--- config.mk ---
export PLATFORM = sky130hd
export DESIGN_NAME = serial_adder_ctrl
export DESIGN_NICKNAME = d
export VERILOG_FILES = /design/src/rtl/serial_adder_ctrl.sv
export SDC_FILE = /design/constraint.sdc
export NUM_CORES = 1
export LEC_CHECK = 0
export BUFFER_PORTS_ARGS = -buffer_cell sky130_fd_sc_hd__clkbuf_2
export CAP_MARGIN = 40
export CORE_MARGIN = 1
export CORE_UTILIZATION = 39
export CTS_CLUSTER_DIAMETER = 80
export DETAILED_ROUTE_END_ITERATION = 7
export PLACE_DENSITY = 0.66
export REMOVE_ABC_BUFFERS = 1
export SYNTH_ARGS = -nofsm -noshare
export SYNTH_HDL_FRONTEND = slang
export SYNTH_SLANG_ARGS = --single-unit
export TNS_END_PERCENT = 100
--- constraint.sdc ---
create_clock -name clk -period 1.42 [get_ports clk]
set_clock_uncertainty 0.15 [all_clocks]
set_input_delay 0 -clock clk [delete_from_list [all_inputs] [get_ports clk]]
set_output_delay 0 -clock clk [all_outputs]
set_load 0.05 [all_outputs]
--- src/rtl/serial_adder_ctrl.sv ---
// rtl/serial_adder_ctrl.sv - bit-serial adder (LSB first) with IDLE/ADD/DONE control; optional subtract via SERIAL_ADDER_SUB_EN
module serial_adder_ctrl #(
  parameter int WIDTH = 8
) (
  input  logic             clk,
  input  logic             rst,
  input  logic             start,
`ifdef SERIAL_ADDER_SUB_EN
  input  logic             sub,
`endif
  input  logic [WIDTH-1:0] a,
  input  logic [WIDTH-1:0] b,
  output logic             ready,
  output logic             busy,
  output logic             done,
  output logic [WIDTH-1:0] sum,
  output logic             carry
);

  localparam int CW = (WIDTH > 1) ? $clog2(WIDTH) : 1;
  localparam logic [CW-1:0] LAST = CW'(WIDTH - 1);

  typedef enum logic [1:0] {
    IDLE = 2'd0,
    ADD  = 2'd1,
    DONE = 2'd2
  } state_t;

  state_t           state, state_nxt;
  logic [WIDTH-1:0] a_sh, b_sh, sum_r, sum_nxt;
  logic [CW-1:0]    cnt;
  logic             c_int, carry_r;
  logic             sub_i;
  logic             ha1_s, ha1_c, ha2_c, fa_s, fa_co;

`ifdef SERIAL_ADDER_SUB_EN
  assign sub_i = sub;
`else
  assign sub_i = 1'b0;
`endif

  // Full-adder cell: two half-adder stages, carries merged with an OR.
  always_comb begin
    ha1_s = a_sh[0] ^ b_sh[0];
    ha1_c = a_sh[0] & b_sh[0];
    fa_s  = ha1_s ^ c_int;
    ha2_c = ha1_s & c_int;
    fa_co = ha1_c | ha2_c;
  end

  // New sum bit enters at the MSB so after WIDTH shifts bit 0 sits at the LSB.
  always_comb begin
    sum_nxt             = sum_r >> 1;
    sum_nxt[WIDTH-1]    = fa_s;
  end

  // State register.
  always_ff @(posedge clk) begin
    if (rst) state <= IDLE;
    else     state <= state_nxt;
  end

  // Next-state and one-hot status outputs.
  always_comb begin
    state_nxt = state;
    ready     = 1'b0;
    busy      = 1'b0;
    done      = 1'b0;
    case (state)
      IDLE: begin
        ready = 1'b1;
        if (start) state_nxt = ADD;
      end
      ADD: begin
        busy = 1'b1;
        if (cnt == LAST) state_nxt = DONE;
      end
      DONE: begin
        done      = 1'b1;
        state_nxt = IDLE;
      end
      default: state_nxt = IDLE;
    endcase
  end

  // Datapath: operand load on accept, one bit per cycle while adding.
  always_ff @(posedge clk) begin
    if (rst) begin
      a_sh    <= '0;
      b_sh    <= '0;
      sum_r   <= '0;
      carry_r <= 1'b0;
      c_int   <= 1'b0;
      cnt     <= '0;
    end else begin
      case (state)
        IDLE: if (start) begin
          a_sh    <= a;
          b_sh    <= sub_i ? ~b : b;
          sum_r   <= '0;
          carry_r <= 1'b0;
          c_int   <= sub_i;
          cnt     <= '0;
        end
        ADD: begin
          a_sh  <= a_sh >> 1;
          b_sh  <= b_sh >> 1;
          sum_r <= sum_nxt;
          c_int <= fa_co;
          cnt   <= cnt + 1'b1;
          if (cnt == LAST) carry_r <= fa_co;
        end
        default: ;
      endcase
    end
  end

  assign sum   = sum_r;
  assign carry = carry_r;

endmodule

### Yosys cells after proc, flatten, opt, wreduce, memory -nomap -nowiden

Index checks and enable logic that the tools add are counted.

* bits in registers: 31
* latch bits: 0
* memory bits (writable): 0
* memory bits (read-only): 0
* input port bits: 19
* output and inout port bits: 12
* logic and storage cells: 41
* memories kept: 0

* $add $sub $neg: 1
* multipliers: 0
* div/mod/pow operators: 0
* magnitude comparators: 0
* eq/ne operators: 5
* shift-type cells: 0
* mux-type cells: 18
* bitwise operators: 5
* reductions and logical operators: 5

Operators with widths (number)
* 8-bit case mux with 2 select lines: 3
* 8-bit 2-to-1 mux: 3
* 3-bit case mux with 2 select lines: 1
* 1-bit 2-to-1 mux: 5
* 2-bit 2-to-1 mux: 2
* 2-bit != test (second input constant): 2
* 1-bit case mux with 2 select lines: 2
* 2-bit case mux with 2 select lines: 1
* 2-bit AND reduction: 2
* 3-bit by 1-bit adder with 3-bit output (second input constant): 1
* 3-bit equality test (second input constant): 1
* 3-bit 2-to-1 mux: 1
* 3-bit AND reduction: 1
* 1-bit bitwise AND: 2
* 2-bit by 1-bit equality test with 1-bit output (second input constant): 1
* 2-bit equality test (second input constant): 1
* 2-bit logical NOT: 1
* 2-bit nonzero test: 1
* 1-bit XOR: 2
* 1-bit bitwise OR: 1

### Depth between registers and ports, before layout

Gate-level depths: netlist of run 1.

* depth in word-level cells: 5
* depth in mapped cells: 5
* mapped depth without buffers: 5

### Worst setup path after synthesis of run 1

Ideal clock, no wire load.

* kind: register to output
* from: register state[0]
* to: output port done
* arrival: 1.296 ns
* data required time: 1.270 ns
* path slack: -0.026 ns
* stages on the path, launching flop included: 4
* buffers on the path: 2
* cells stage by stage: dfxtp_1 -> buf_4 -> buf_6 -> nor2_1

* longest elaborated chain between the ends: 2

RTL lines
* start, declared: line 29 `state_t state, state_nxt;`
* start signal, assigned: line 60 `else state <= state_nxt;`
* 2-bit equality test: line 69 `case (state)`
* 1-bit 2-to-1 mux: line 69
* end, declared: line 15 `output logic done,`

Every way passes these cells.

### Worst setup path in the final report of run 1

* from: register a_sh[0]
* to: register carry_r (netlist: carry)

* longest elaborated chain between the ends: 5
* elaborated cells on any way between the ends: 6

RTL lines
* start, declared: line 30 `logic [WIDTH-1:0] a_sh, b_sh, sum_r, sum_nxt;`
* start signal, assigned: line 106 `a_sh <= a_sh >> 1;`
* 1-bit XOR: line 44 `ha1_s = a_sh[0] ^ b_sh[0];`
* 1-bit bitwise AND: line 47 `ha2_c = ha1_s & c_int;`
* 1-bit bitwise OR *: line 48 `fa_co = ha1_c | ha2_c;`
* 1-bit 2-to-1 mux *: line 111 `if (cnt == LAST) carry_r <= fa_co;`
* 1-bit case mux with 2 select lines *: line 96 `case (state)`
* end signal, assigned: line 111
* end, declared: line 32 `logic c_int, carry_r;`

Every way passes the cells marked *; elsewhere a longest branch is shown, timed or not. The select of a mux whose other input is x is not followed.
A chain may end at the register's enable or synchronous reset.

==> reports/qor.csv, run 1 <==
stage;metric;value;unit
status;run status;completed;
place;Place WS;0.0645;ns
power;Clk pwr share;0.267;
detailed_routing;Routed WL per cell;12.2;um
synthesis;most frequent cells after synthesis;dfxtp_1 (31), nor2_1 (29), mux2i_1 (14);
final_layout;FILL cells;288;
power;PwrDens;960;mW/mm^2
flow_run;Max Cap Violations;0;
detailed_routing;Detailed Route WL;2830;um
power;Tot Pwr;1.78;mW
sta;fmax;0.738;GHz
clock_tree;Clock Latency Late Sink;0.33;ns
critical_path;CP Launch Type;register;
synthesis;EDFF count, synth;0;
detailed_routing;vias per cell;4.98;
power;NetSw;0.487;mW
power;Switching Fraction;0.274;
grt;GR Util All Layers;0.183;
power;Int Pwr;1.29;mW
die;Core ar.;0.00315;mm^2
critical_path;CP delay by family, top;adder cells;
clock_tree;CTS H-Tree Depth;2;
die;row count;20;
synthesis;ranking of synthesized cells by area;dfxtp_1 (46%), mux2i_1 (10%), a211oi_2 (9.4%);
synthesis;Post-Syn Area per Cell;10.2;um^2
place;Final GP Congestion;0.703;
final_layout;area of the multi-input gates;648;um^2
critical_path;worst-path cell chain;fa_1 -> a32oi_1 -> a21oi_1;
final_layout;share of layout cells above drive strength 1;0.333;
sta;Final Critical Period;1.36;ns
grt;antenna violations before repair;0;
clock_tree;Num CTS Buffers;5;
sta;Rel. slew slack;0.724;
synthesis;register area share after synthesis;0.464;
sta;pins over their slew limit;0;
final_layout;Final #Nets;210;
synthesis;Synth top area share;0.464;
sta;Final Setup Violations;0;
clock_tree;Reg clk slew, reported paths;0.09;ns
critical_path;crit path max fanout;2;
detailed_routing;TritonRoute pass-1 iters;4;
final_layout;Area growth syn-to-layout;38.6;%
critical_path;Worst Setup End Kind;register;
synthesis;Synth cell types;24;
sta;crit share post-route;0.955;
die;die area;0.00366;mm^2
power;VDD IR max;0.000682;V
critical_path;WP data required;1.48;ns
die;IO Pins;31;
power;combinational group share of total power;0.200;
die;Die Span X;60.5;um
synthesis;ys flop type;dfxtp_1;
critical_path;WP buf/inv;0;
synthesis;total of warnings raised by yosys;0;
clock_tree;CTS tree;yes;
grt;largest net degree at the start of global routing;21;
clock_tree;CTS Sinks;31;
final_layout;FF/Latch Area;628;um^2
final_layout;ANT cells;0;
place;DP HPWL;1890;um
power;Seq pwr share;0.533;
synthesis;async set or reset register ratio after synthesis;0;
sta;unrepaired setup endpoints after global routing;no;
die;initial core utilization;0.424;
critical_path;slowest CP cell;fa_1;
clock_tree;Max Buffers Root-to-Sink;2;
sta;Worst-Margin Slew;0.414;ns
power;Pleak;0.785;nW
grt;vias in the first global route;1168;
synthesis;Cells after Synth;131;
die;die extent in y;60.5;um
critical_path;Crit Path Category;reg2reg;
grt;first-pass GRT wire length;4800;um
sta;final hold vios;0;
critical_path;CP peak stage delay;0.44;ns
detailed_routing;initial detailed-routing violation count;35;
synthesis;Synth Cell Area;0.00134;mm^2
critical_path;Worst EP arrival;1.41;ns
detailed_routing;DRC;0;
place;number of port buffers;30;
detailed_routing;vias;1161;
grt;total grt overflow;0;
sta;worst setup margin;0.0642;ns
synthesis;most common cell in the netlist;dfxtp_1;
synthesis;largest area contributor in the netlist;dfxtp_1;
clock_tree;clock root cell;clkbuf_4;
synthesis;Synth Register Bits;31;
detailed_routing;Routed Antenna Nets;0;
final_layout;Final Util;0.587;
min_path;Hold Path Class;reg2reg;
==> metal layers <==
layer / track usage / vias to the layer above / share of wire
met1: 0.183 / 538 / 0.41
met5: 0 / - / 0
met2: 0.330 / 31 / 0.50
met4: 0.0974 / 0 / 0.027
met3: 0.0661 / 8 / 0.054
li1: - / 584 / -
==> area by class of cell <==
cell class | instances | share of cell area
clock buffers | 7 | 0.0243
clock inverters | 1 | 0.00270
well taps | 44 | 0.0297
multi-input cells | 88 | 0.350
repair buffers | 60 | 0.250
flip-flops and latches | 31 | 0.339
inverters | 2 | 0.00405
==> per-stage QoR <==
stage | TNS (ns) | cell area (um^2) | instances | hold slack [ns]
2_1_floorplan | -18.49 | 1270 | 121 | -0.0854
3_3_place_gp | 0 | 1560 | 205 | 0.112
3_5_place_dp | 0 | 1560 | 205 | 0.121
4_1_cts | 0 | 1830 | 231 | 0.332
5_1_grt | 0 | 1850 | 233 | 0.350
6_report | 0 | 1850 | 233 | 0.336
==> power by group through the flow <==
stage	Clock (mW)	Sequential, mW	Combinational (mW)
floorplan	0	0.983	0.166
global placement	0	0.967	0.285
detailed placement	0	0.970	0.295
CTS	0.494	0.950	0.350
global route	0.532	0.954	0.390
finish	0.475	0.947	0.356
==> registers in the layout, summed over array words and instances, names as in the netlist <==
register	cells
a_sh	8
b_sh	8
sum	8
cnt	3
state	2
c_int	1
carry	1
==> placed cells by master (no fill, tap or decap) <==
master	n
dfxtp_4	2
nor3_1	1
nor2b_4	1
buf_6	2
clkbuf_1	2
clkbuf_4	5
clkbuf_16	1
mux2i_1	14
dfxtp_1	29
o21ba_2	1
a32oi_1	1
buf_12	1
inv_1	2
dlygate4sd3_1	18
fa_1	1
nor2_1	29
a211oi_2	10
nor2b_2	1
ha_1	2
clkbuf_2	27
o21ai_0	2
a21oi_1	4
and3b_1	1
o21bai_1	1
nand4_1	2
clkinv_2	1
a211oi_1	5
buf_2	1
buf_4	10
a22oi_1	11
nand2_1	1
==> cells by family after synthesis <==
| family | after synthesis | synth area share |
|---|---|---|
| DFF | 31 | 0.464 |
| and+or+nand+nor | 36 | 0.115 |
| muxes | 14 | 0.105 |
| buffers and inverters | 12 | 0.0562 |
| adders and majority gates | 3 | 0.0337 |
| AOI/OAI and AO/OA | 35 | 0.226 |
==> what timing repair did <==
item | CTS | global route
hold buffers | 18 | 0
endpoints found under the setup margin | 2 | 4
endpoints found under the hold margin | 29 | 0
setup buffers | 0 | 2
gates resized for setup | 9 | 5
gates cloned | 0 | 0
==> worst reg2reg max path, cell delays in order (launching register included) <==
cell and delay, ns:
dfxtp_1 0.33, fa_1 0.44, a32oi_1 0.22, a21oi_1 0.09
==> final timing paths <==
path                            startpoint     to  slack, ns  cells past startpoint
worst max-delay path               a_sh[0]  carry       0.06                      3
worst min-delay path                 carry  carry       0.34                      2
worst max register to register     a_sh[0]  carry       0.06                      3
worst min register to register       carry  carry       0.34                      2
Power figures use the tool's default switching activity.
==> inputs of run 2 (changes only) <==
--- a/config.mk
+++ b/config.mk
@@ -11,6 +11,7 @@
 export CORE_UTILIZATION = 39
 export CTS_CLUSTER_DIAMETER = 80
 export DETAILED_ROUTE_END_ITERATION = 7
+export GPL_TIMING_DRIVEN = 0
 export PLACE_DENSITY = 0.66
 export REMOVE_ABC_BUFFERS = 1
 export SYNTH_ARGS = -nofsm -noshare
==> reports/qor.csv, run 2 (synthesis results as in run 1) <==
stage;metric;value;unit;change
grt;total grt overflow;0;;unchanged
grt;antenna violations before repair;0;;unchanged
sta;fmax;0.725;GHz;-1.7%
power;Pleak;0.735;nW;-6.4%
clock_tree;Num CTS Buffers;5;;unchanged
critical_path;FF-to-FF Start;state[1];;
critical_path;Crit Path Category;reg2out;;
clock_tree;Max Buffers Root-to-Sink;2;;unchanged
critical_path;Worst Setup End Kind;output pin;;
clock_tree;Clock Latency Late Sink;0.32;ns;about the same
grt;first-pass GRT wire length;4770;um;-0.73%
power;Switching Fraction;0.279;;+0.00523
die;die extent in y;60.5;um;unchanged
power;NetSw;0.491;mW;+0.90%
detailed_routing;Routed WL per cell;13.2;um;+8.7%
die;row count;20;;unchanged
final_layout;post-route cell area;0.00178;mm^2;-3.9%
clock_tree;CTS tree;yes;;
power;combinational group share of total power;0.188;;-0.012
final_layout;most frequent cells in the layout;nor2_1 (29), dfxtp_1 (29), clkbuf_2 (28);;
clock_tree;clock root cell;clkbuf_4;;
detailed_routing;vias per cell;5.04;;+1.1%
final_layout;ANT cells;0;;unchanged
power;Clk pwr share;0.269;;+0.002
final_layout;share of layout cells above drive strength 1;0.313;;-0.0205
grt;vias in the first global route;1112;;-4.8%
sta;final hold vios;0;;unchanged
power;Int Pwr;1.27;mW;-1.7%
min_path;Hold Path Class;in2reg;;
die;Die Span X;60.5;um;unchanged
grt;GR Util All Layers;0.180;;-0.00256
clock_tree;CTS H-Tree Depth;2;;unchanged
critical_path;CP Launch Type;register;;
min_path;worst hold path endpoint;sum[3];;
sta;unrepaired setup endpoints after global routing;yes;;
final_layout;Area growth syn-to-layout;33.2;%;
detailed_routing;Routed Antenna Nets;0;;unchanged
die;die area;0.00366;mm^2;unchanged
sta;Worst-Margin Slew;0.737;ns;+0.323 ns
sta;worst hold slack;0.170;ns;-0.166 ns
clock_tree;Reg clk slew, reported paths;0.09;ns;about the same
sta;Final Setup Violations;0;;unchanged
sta;Final Critical Period;1.38;ns;+0.0229 ns
place;number of port buffers;30;;unchanged
power;Seq pwr share;0.543;;+0.010
grt;largest net degree at the start of global routing;32;;+52%
min_path;WHS Path Cells;2;;unchanged
power;PwrDens;988;mW/mm^2;+3.0%
detailed_routing;Detailed Route WL;2950;um;+4.0%
critical_path;worst-path cell chain;nor2b_4 -> clkbuf_4;;
detailed_routing;DRC;0;;unchanged
critical_path;Worst Setup SP;state[0];;
critical_path;RR Endpoint;cnt[0];;
sta;pins over their slew limit;0;;unchanged
critical_path;WP data required;1.27;ns;-0.21 ns
place;DP HPWL;1760;um;-6.5%
status;run status;completed;;
detailed_routing;TritonRoute pass-1 iters;5;;+1
critical_path;crit path max fanout;10;;+8
place;Final GP Congestion;0.664;;-5.5%
critical_path;CP delay by family, top;flip-flops;;
critical_path;WP buf/inv;1;;+1
sta;crit share post-route;0.971;;+0.0161
flow_run;Max Cap Violations;0;;unchanged
critical_path;slowest CP cell;dfxtp_4;;
min_path;Hold Crit Start;rst;;
final_layout;Final #Nets;200;;-4.8%
die;Core ar.;0.00315;mm^2;unchanged
detailed_routing;vias;1123;;-3.3%
sta;Rel. slew slack;0.509;;-0.215
critical_path;FF-to-FF setup slack;0.06;ns;about the same
clock_tree;CTS Sinks;31;;unchanged
die;initial core utilization;0.424;;unchanged
critical_path;cells on worst reg2reg path;2;;-1
die;IO Pins;31;;unchanged
critical_path;CP peak stage delay;0.45;ns;about the same
sta;Setup TNS;0;ns;unchanged
detailed_routing;initial detailed-routing violation count;52;;+49%
power;VDD IR max;0.000566;V;-17%
place;Area after DPL;0.00150;mm^2;-3.8%
critical_path;Worst EP arrival;1.23;ns;-0.18 ns
run 2: area by class of cell:
cell class | count | area, um^2
Tap cell | 44 | 55.1
Timing Repair Buffer | 49 | 362
Clock buffer | 7 | 45.0
Multi-Input combinational cell | 89 | 678
Inverter | 2 | 7.51
Sequential cell | 31 | 628
Fill cell | 294 | 1370
Clock inverter | 1 | 5.00
run 2: worst max-delay path by stage:
stage,end,slack [ns],depth (start not counted)
CTS,a_sh[1],0.01,3
floorplan,carry,-0.83,3
detailed placement,b_sh[1],-0.35,3
global route,busy,-0.005,2
finish,busy,0.04,2
global placement,b_sh[0],-0.80,3
run 2: routing by layer:
| layer | track usage | vias to the layer above | routed length, um |
|---|---|---|---|
| met2 | 0.323 | 31 | 1450 |
| met1 | 0.197 | 521 | 1300 |
| met3 | 0.0618 | 6 | 157 |
| li1 | - | 565 | - |
| met5 | 0 | - | 0 |
| met4 | 0.0649 | 0 | 36 |
run 2: stage by stage:
step           utilization  std cells  power [mW]  worst slack, ns
3_5_place_dp         0.476        196        1.25           -0.351
5_1_grt              0.565        223        1.86         -0.00534
3_3_place_gp         0.467        195        1.22           -0.797
4_1_cts              0.556        222        1.76          0.00981
6_report             0.565        223        1.76           0.0413
2_1_floorplan            -        121        1.15           -0.825
run 2: power by group through the flow:
stage                     clock network [mW]  registers, mW  logic [mW]
after floorplan                            0          0.983       0.166
after global placement                     0          0.983       0.236
after detailed placement                   0          0.974       0.274
after CTS                              0.488          0.953       0.320
after global routing                   0.530          0.962       0.366
final                                  0.474          0.955       0.331
run 2: timing repair:
item	in CTS	in global routing
hold buffers	17	0
pin swaps	2	0
endpoints found under the setup margin	30	21
cloned	0	1
buffers inserted	1	0
hold endpoints to repair	17	0
gates resized for setup	7	7
